`config.mk`:
```
export PLATFORM = sky130hd
export DESIGN_NAME = display_mux_scheduler
export DESIGN_NICKNAME = d
export VERILOG_FILES = /design/src/rtl/scoreboard_pkg.sv /design/src/rtl/display_mux_scheduler_digit_code_mask.sv /design/src/rtl/display_mux_scheduler.sv
export SDC_FILE = /design/constraint.sdc
export NUM_CORES = 1
export LEC_CHECK = 0
export ABC_AREA = 1
export BUFFER_PORTS_ARGS = -buffer_cell sky130_fd_sc_hd__buf_2
export CAP_MARGIN = 40
export CORE_MARGIN = 10
export CORE_UTILIZATION = 40
export CTS_BUF_LIST = sky130_fd_sc_hd__clkbuf_8
export CTS_CLUSTER_SIZE = 16
export DETAILED_ROUTE_END_ITERATION = 10
export PLACE_DENSITY = 0.57
export REMOVE_ABC_BUFFERS = 1
export SLEW_MARGIN = 25
export SYNTH_ARGS = -nofsm -noshare
export SYNTH_HDL_FRONTEND = slang
export SYNTH_SLANG_ARGS = --single-unit
```
`constraint.sdc`:
```
create_clock -name clk -period 2.26 [get_ports clk]
set_input_delay 0.113 -clock clk [delete_from_list [all_inputs] [get_ports clk]]
set_output_delay 0.113 -clock clk [all_outputs]
set_load 0.02 [all_outputs]
```
`src/rtl/scoreboard_pkg.sv`:
```
// Shared constants and types for the scoreboard display multiplexer.
// Holds the blank code, the sequencer state enum and the digit-count limit.
package scoreboard_pkg;

  localparam logic [3:0] BLANK_CODE = 4'hF;
  localparam int         MAX_DIGITS = 8;

  typedef enum logic {
    GUARD = 1'b0,
    SHOW  = 1'b1
  } state_t;

  // Anything outside 0..9 is sent as the blank code so the decoder goes dark.
  function automatic logic [3:0] bcd_or_blank(input logic [3:0] nib);
    return (nib > 4'd9) ? BLANK_CODE : nib;
  endfunction

endpackage

```
`src/rtl/display_mux_scheduler_digit_code_mask.sv`:
```
// Combinational selection of one shadow nibble and its blanking rules.
// Optional leading-zero suppression is enabled by defining LEADING_ZERO_BLANK_EN.
module digit_code_mask
  import scoreboard_pkg::*;
#(
  parameter int NUM_DIGITS = 4,
  parameter int IDX_W      = 2
) (
  input  logic [4*NUM_DIGITS-1:0] shadow,
  input  logic [IDX_W-1:0]        idx,
  output logic [3:0]              code
);

  logic [3:0] nib;
`ifdef LEADING_ZERO_BLANK_EN
  logic       upper_nonzero;
`endif

  // NOTE: every signal assigned in this block gets a default first, so no path leaves it unassigned and no latch is inferred.
  always_comb begin
    nib = BLANK_CODE;
    for (int i = 0; i < NUM_DIGITS; i++) begin
      if (idx == IDX_W'(i)) nib = shadow[4*i +: 4];
    end
    code = bcd_or_blank(nib);
`ifdef LEADING_ZERO_BLANK_EN
    // Digit idx is a leading zero when it and every more significant nibble are zero.
    upper_nonzero = 1'b0;
    for (int i = 0; i < NUM_DIGITS; i++) begin
      if ((IDX_W'(i) >= idx) && (shadow[4*i +: 4] != 4'd0)) upper_nonzero = 1'b1;
    end
    if ((idx != '0) && !upper_nonzero) code = BLANK_CODE;
`endif
  end

endmodule

```
`src/rtl/display_mux_scheduler.sv`:
```
// Time-multiplexes a shared BCD decoder across NUM_DIGITS digits with guard gaps.
// Define LEADING_ZERO_BLANK_EN to blank leading zero digits (timing unaffected).
module display_mux_scheduler
  import scoreboard_pkg::*;
#(
  parameter int NUM_DIGITS   = 4,
  parameter int DWELL_CYCLES = 50000,
  parameter int GUARD_CYCLES = 500
) (
  input  logic                    clk,
  input  logic                    rst,
  input  logic                    load,
  input  logic [4*NUM_DIGITS-1:0] digits_in,
  output logic [3:0]              bcd_out,
  output logic [NUM_DIGITS-1:0]   n_digit_en,
  output logic                    frame_done
);

  localparam int IDX_W   = (NUM_DIGITS > 1) ? $clog2(NUM_DIGITS) : 1;
  localparam int MAX_CNT = (DWELL_CYCLES > GUARD_CYCLES) ? DWELL_CYCLES : GUARD_CYCLES;
  localparam int CNT_W   = (MAX_CNT > 1) ? $clog2(MAX_CNT) : 1;

  localparam logic [CNT_W-1:0] DWELL_LAST = CNT_W'(DWELL_CYCLES - 1);
  localparam logic [CNT_W-1:0] GUARD_LAST = CNT_W'(GUARD_CYCLES - 1);
  localparam logic [IDX_W-1:0] IDX_LAST   = IDX_W'(NUM_DIGITS - 1);

  if ((NUM_DIGITS < 2) || (NUM_DIGITS > MAX_DIGITS)) begin : g_bad_num_digits
    $error("display_mux_scheduler: NUM_DIGITS out of range");
  end

  state_t                  state, state_d;
  logic [IDX_W-1:0]        idx, idx_d;
  logic [CNT_W-1:0]        cnt, cnt_d;
  logic [4*NUM_DIGITS-1:0] shadow;
  logic [4*NUM_DIGITS-1:0] pending;
  logic                    pending_valid;

  logic                    frame_end;
  logic [3:0]              code_d;
  logic [3:0]              bcd_d;
  logic [NUM_DIGITS-1:0]   n_en_d;
  logic                    frame_done_d;

  always_comb begin
    state_d = state;
    idx_d   = idx;
    cnt_d   = cnt + 1'b1;
    case (state)
      GUARD: begin
        if (cnt == GUARD_LAST) begin
          state_d = SHOW;
          cnt_d   = '0;
        end
      end
      SHOW: begin
        if (cnt == DWELL_LAST) begin
          state_d = GUARD;
          cnt_d   = '0;
          idx_d   = (idx == IDX_LAST) ? '0 : idx + 1'b1;
        end
      end
      default: begin
        state_d = GUARD;
        cnt_d   = '0;
      end
    endcase
  end

  assign frame_end = (state == SHOW) && (cnt == DWELL_LAST) && (idx == IDX_LAST);

  // Outputs are computed from the next state so they register on the transition edge.
  digit_code_mask #(
    .NUM_DIGITS (NUM_DIGITS),
    .IDX_W      (IDX_W)
  ) u_code_mask (
    .shadow (shadow),
    .idx    (idx_d),
    .code   (code_d)
  );

  always_comb begin
    bcd_d        = BLANK_CODE;
    n_en_d       = '1;
    frame_done_d = 1'b0;
    if (state_d == SHOW) begin
      bcd_d = code_d;
      for (int i = 0; i < NUM_DIGITS; i++) begin
        if (idx_d == IDX_W'(i)) n_en_d[i] = 1'b0;
      end
      frame_done_d = (idx_d == IDX_LAST) && (cnt_d == DWELL_LAST);
    end
  end

  // NOTE: sequential state uses non-blocking assignments so every flop samples pre-edge values.
  always_ff @(posedge clk) begin
    if (rst) begin
      state         <= GUARD;
      idx           <= '0;
      cnt           <= '0;
      shadow        <= {NUM_DIGITS{BLANK_CODE}};
      pending_valid <= 1'b0;
      bcd_out       <= BLANK_CODE;
      n_digit_en    <= '1;
      frame_done    <= 1'b0;
    end else begin
      state      <= state_d;
      idx        <= idx_d;
      cnt        <= cnt_d;
      bcd_out    <= bcd_d;
      n_digit_en <= n_en_d;
      frame_done <= frame_done_d;
      if (frame_end) begin
        // A load coinciding with the boundary bypasses pending and lands directly.
        if (load) begin
          shadow <= digits_in;
        end else if (pending_valid) begin
          shadow <= pending;
        end
        pending_valid <= 1'b0;
      end else if (load) begin
        pending_valid <= 1'b1;
      end
    end
  end

  // NOTE: the pending data register has no reset; pending_valid alone qualifies its contents.
  always_ff @(posedge clk) begin
    if (load) pending <= digits_in;
  end

endmodule
```
==> impl_metrics.toml, run 1 <==
[global_route]
first_global_vias = 2266
gr-total-overflow = 0
grt_max_degree = 33
grt_usage = 0.123
antenna_found_initial = 0
grt_pass1_wl_mm = 10.1

[route]
wl_per_cell_microns = 12.8
via_per_inst = 4.89
drtPass1Iterations = 4
detail_route.iter0.violations = 87
drcViolationCount = 0
routed_wl_mm = 5.81
drtAntennaViolNets = 0
vias = 2212

[cts]
cts_tree = "done"
cts_buffer_depth = 2
numCtsBuffers = 9
cts_sinks = 61
path_clk_slew_ps = 70
htreeDepth = 3
clock_latency_ps = 340
cts_root_buf = "clkbuf_8"

[placed_design]
io_buffers = 27
place_hpwl_mm = 4.08
dp_slack_ps = 48.3
place.gp.congestion = 0.868
dpl_cell_area_sq_um = 2900

[logic_synthesis]
async_flop_share = 0
netlist_area_sq_um = 2680
synth.distinct_cells = 34
synth_ff_type = "dfxtp_1"
yosysSeqAreaShare = 0.516
ys_ff_latch = 61
ys_warn_count = 0
avgSynthCellArea_sq_um = 8.39
synth_edf_count = 16
netlist_instances = 319

[timing]
setup_tns_ps = 0
timing.fmax_ghz = 0.490
min_period_over_period = 0.903
hold_viol = 0
fin_skew_ps = 10.3
period_needed_ps = 2040
fin_ws_ps = 219
rsz0062_at_grt = "no"
setup-violations-final = 0
worst_slew_pin_slew_ps = 515
slew_headroom = 0.656
slew_viol_final = 0

[critical_path]
timing.critical_path.cells = "ha_2, nand3_4, nor2_4, nand3_4, nand2_2, nand2_4, nor2_4, inv_2, or2_0, nand2_1, a21o_1, nand4_1"
path_buf_inv = 1
ff2ff_setup_slack_ps = 220
reg2reg_depth = 12
crit_path_top_delay_cell = "dfxtp_2"
crit_arrival_ps = 2240
cp_max_fo = 9
crit_path_start_kind = "flip-flop"
r2r-start = "cnt[0]"
critPathTopFamily = "simple AND/OR/NAND/NOR gates"
cp_data_required_time_ps = 2460
end_kind = "flip-flop"
critPathMaxStageDelay_ps = 350
reg2reg_to = "bcd_out[0]"
crit_type = "reg2reg"

[floorplan]
die_x_microns = 102
ios = 28
core_area_sq_um = 6420
start_util = 0.417
num_rows = 29
fp.dieH_microns = 102
dieArea_sq_um = 10400

[final_layout]
antennaDiodeCount = 0
drive_gt1_frac = 0.184
final_nets = 391
fillers = 641
final_util = 0.516
area_growth_pct = 23.7
fin_area_sq_um = 3310

[flow_run]
cap_violations = 0

[min_path]
hold_depth = 2
hold_end = "idx[0]"
min-delay-start = "rst"
worstHoldPathType = "in2reg"

[pwr]
ir_drop_uv = 336
power_leakage_nw = 1.50
powerDensity_nw_per_um2 = 698

[outcome]
outcome = "completed"
through the flow:
| step | power [mW] | hold WS [ps] | std cells |
|---|---|---|---|
| after floorplan | 1.22 | 185 | 309 |
| after global placement | 1.26 | 304 | 417 |
| after detailed placement | 1.26 | 309 | 417 |
| after CTS | 2.34 | 123 | 449 |
| after global routing | 2.42 | 129 | 452 |
| final | 2.31 | 134 | 452 |
layout by cell type, fill, tap and decap left out, types with 3 or more instances in the layout:
cell type,instances
edfxtp_1,16
nand3b_1,4
nand2_2,3
nor3_1,3
inv_1,28
dfxtp_1,44
nor2_1,71
inv_2,3
o21ai_0,3
xor2_1,7
nand2_1,59
buf_4,7
clkbuf_8,9
nand3_1,15
nand2_4,3
dlygate4sd3_1,16
or2_2,3
buf_2,27
nand4_1,11
o311ai_1,14
worst reg2reg max path: cells and delay by family (launching register included):
family | cells | cell delay (ps)
AND/OR/NAND/NOR | 9 | 1130
flip-flops | 1 | 350
adder cells (fa/ha/maj) | 1 | 240
AO/OA/AOI/OAI | 1 | 150
buffers and inverters | 1 | 30
flip-flops by register name, summed over array words and instances (netlist names):
signal	count
state	1
pending	16
idx	2
frame_done	1
bcd_out	4
n_digit_en	4
cnt	16
pending_valid	1
shadow	16
layer usage:
layer / vias to the layer above / track usage / share of wire
met5: - / 0 / 0
met4: 0 / 0.0748 / 0.022
met3: 12 / 0.0364 / 0.046
met2: 40 / 0.196 / 0.46
met1: 992 / 0.143 / 0.47
li1: 1168 / - / -
Yosys cell counts, types with 2 or more instances:
cell type / count / share of area
o311ai_1: 14 / 0.046
o311ai_0: 2 / 0.0065
dfxtp_1: 45 / 0.34
inv_1: 28 / 0.039
inv_2: 3 / 0.0042
nor4_1: 2 / 0.0047
o21ai_1: 2 / 0.0037
ha_1: 2 / 0.0093
nand4_1: 11 / 0.026
nand3b_1: 4 / 0.011
nand3_1: 15 / 0.028
nand2_2: 3 / 0.0070
clkbuf_1: 9 / 0.013
o21ai_0: 3 / 0.0056
xor2_1: 7 / 0.023
nor2_4: 2 / 0.0084
or2_2: 3 / 0.0070
nor3_1: 3 / 0.0056
nand2_1: 59 / 0.083
nor2_1: 71 / 0.10
edfxtp_1: 16 / 0.18
nand2_4: 3 / 0.013
final cells by class:
cell class | instances | area, sq um | share of cell area
inverter | 31 | 116 | 0.0351
clock inverter | 7 | 90.1 | 0.0272
clock buffer | 9 | 124 | 0.0374
sequential | 61 | 1380 | 0.417
tap | 77 | 96.3 | 0.0291
timing repair buffer | 50 | 348 | 0.105
multi-input combinational | 217 | 1150 | 0.349
cells by family (layout without fill, tap and decap cells):
| logic type | Yosys count | in the layout | synth area share |
|---|---|---|---|
| AOI/OAI and AO/OA | 27 | 27 | 0.0780 |
| and+or+nand+nor | 180 | 180 | 0.313 |
| DFF | 61 | 61 | 0.516 |
| buffers and inverters | 41 | 97 | 0.0579 |
| adders and majority gates | 2 | 2 | 0.00934 |
| xor gates and xnor gates | 8 | 8 | 0.0262 |
timing repair:
action | in CTS | in global routing
resized for setup | 0 | 4
setup buffers | 0 | 3
setup endpoints to repair | 0 | 3
hold endpoints to repair | 16 | 0
hold buffers | 16 | 0
power breakdown:
part / internal (mW) / switching, mW
clock network: 0.614 / 0.436
logic: 0.0466 / 0.0551
registers: 1.15 / 0.00994
how the worst max path moves through the flow:
stage	depth (start not counted)	from	slack, ps	endpoint
detailed placement	12	cnt[0]	50	bcd_out[0]
CTS	12	cnt[0]	40	bcd_out[0]
floorplan	7	cnt[0]	230	shadow[0]
global route	12	cnt[0]	20	bcd_out[2]
global placement	12	cnt[0]	170	bcd_out[0]
finish	12	cnt[0]	220	bcd_out[0]
Power figures use the tool's default switching activity.
==> run 2: changes to the inputs <==
--- a/config.mk
+++ b/config.mk
@@ -15,6 +15,7 @@
 export DETAILED_ROUTE_END_ITERATION = 10
 export PLACE_DENSITY = 0.57
 export REMOVE_ABC_BUFFERS = 1
+export SETUP_SLACK_MARGIN = 0.4
 export SLEW_MARGIN = 25
 export SYNTH_ARGS = -nofsm -noshare
 export SYNTH_HDL_FRONTEND = slang
==> run 2 against run 1 <==
  * Register-to-register slack improved by 100 ps
  * Clock-buffer cell count unchanged
  * Cell count increased by 3.8%
  * Sequential power about the same
  * Via count increased by 6.2%
  * Worst setup slack improved by 100 ps
  * Hold slack improved by 12 ps
  * Power increased by 0.85%
  * Core utilization increased by 5.6 points
  * Critical path type unchanged
==> impl_metrics.toml, run 2 (synthesized netlist as in run 1, its figures left out) <==
[outcome]
outcome = "completed"

[route]
via_per_inst = 5.01
drtAntennaViolNets = 0
wl_per_cell_microns = 13.9
drtPass1Iterations = 5
routed_wl_mm = 6.52
drcViolationCount = 0
detail_route.iter0.violations = 88
vias = 2350

[min_path]
worstHoldPathType = "in2reg"
hold_depth = 2

[final_layout]
drive_gt1_frac = 0.314
layout_commonest_cell = "nor2_1"
fillers = 605
final_util = 0.572
final_nets = 408
area_growth_pct = 37.2
fin_cells = 469
final_cell_mix = "nor2_1 (64), nand2_1 (55), dfxtp_1 (37)"
top_regs = "cnt (16), pending (16), shadow (16)"
antennaDiodeCount = 0

[floorplan]
die_x_microns = 102
core_area_sq_um = 6420
num_rows = 29
fp.dieH_microns = 102
start_util = 0.417
dieArea_sq_um = 10400
ios = 28

[timing]
rsz0062_at_grt = "yes"
whs_ps = 146
slew_viol_final = 0
worst_slew_pin_slew_ps = 485
timing.fmax_ghz = 0.516
fin_skew_ps = 10.5
min_period_over_period = 0.857
hold_viol = 0
setup_tns_ps = 0
period_needed_ps = 1940
setup-violations-final = 0
slew_headroom = 0.676

[cts]
cts_sinks = 61
cts_buffer_depth = 2
cts_root_buf = "clkbuf_8"
clock_latency_ps = 340
cts_tree = "done"
path_clk_slew_ps = 70
numCtsBuffers = 9
htreeDepth = 3

[pwr]
powerDensity_nw_per_um2 = 635
power_mw = 2.33
ir_drop_uv = 335
power_leakage_nw = 1.61

[critical_path]
cp_data_required_time_ps = 2460
crit_type = "reg2reg"
reg2reg_depth = 13
crit_arrival_ps = 2140
cp_max_fo = 7
crit_path_start_kind = "flip-flop"
end_kind = "flip-flop"
ff2ff_setup_slack_ps = 320

[global_route]
first_global_vias = 2352
grt_max_degree = 33
grt_pass1_wl_mm = 10.4
antenna_found_initial = 0
gr-total-overflow = 0
grt_usage = 0.127

[placed_design]
place.gp.congestion = 0.868
place_hpwl_mm = 4.08
dp.cells = 417
io_buffers = 27

[flow_run]
cap_violations = 0
==> run 2: changes by cell type in the layout (fill, tap and decap cells not counted), moves of 4 or more <==
| cell | delta |
|---|---|
| buf_4 | +14 |
| dfxtp_1 | -7 |
| nor2_1 | -7 |
| o311ai_2 | +7 |
| dfxtp_4 | +5 |
| nand3_1 | -5 |
| o311ai_1 | -5 |
| nand2_1 | -4 |
| nand2_2 | +4 |
| nand3_2 | +4 |
| nor2_4 | +4 |
==> run 2: final cells by class <==
| class | count | area [sq um] | area share |
|---|---|---|---|
| clock buffer | 9 | 124 | 0.0337 |
| clock inverter | 7 | 90.1 | 0.0245 |
| inverter | 31 | 119 | 0.0324 |
| multi-input combinational | 217 | 1350 | 0.366 |
| sequential | 61 | 1400 | 0.382 |
| tap | 77 | 96.3 | 0.0262 |
| timing repair buffer | 67 | 495 | 0.135 |
==> run 2: stage by stage <==
step,area [sq um],setup slack [ps]
global placement,2900,174
finish,3670,322
CTS,3420,371
detailed placement,2900,48.3
global route,3670,141
floorplan,2640,229
==> run 2: timing repair <==
item / CTS / global route
hold buffers: 16 / 0
gates resized for setup: 17 / 49
setup buffers: 13 / 7
setup endpoints to repair: 21 / 22
pin swaps: 9 / 14
endpoints found under the hold margin: 16 / 0
==> run 2: path summary, 6_finish.rpt <==
check,from,endpoint
min reg2reg,shadow[11],shadow[11]
min,rst,idx[0]
max,cnt[9],bcd_out[0]
max reg2reg,cnt[9],bcd_out[0]
==> run 2: worst max-delay path: stages, from the launching register on <==
cell and delay, ps:
dfxtp_4 380, nand2_2 110, inv_2 70, nand2_2 70, nor2_8 130, nand3_4 150, nand2_2 120, nand2_4 70
nor2_4 140, inv_2 40, or2_0 190, nand2_1 80, a21o_1 150, nand4_1 90
==> run 2: metal layers <==
metal,share of wire,up-vias,global-route usage
li1,-,1197,-
met1,0.43,1085,0.145
met2,0.50,52,0.209
met3,0.051,16,0.0364
met4,0.021,0,0.0748
met5,0,-,0
==> run 2: power breakdown <==
| group | total (mW) | switching [mW] | internal [mW] |
|---|---|---|---|
| Combinational | 0.119 | 0.0646 | 0.0547 |
| Clock | 1.05 | 0.441 | 0.614 |
| Sequential | 1.16 | 0.0114 | 1.15 |
| Total | 2.33 | 0.517 | 1.82 |
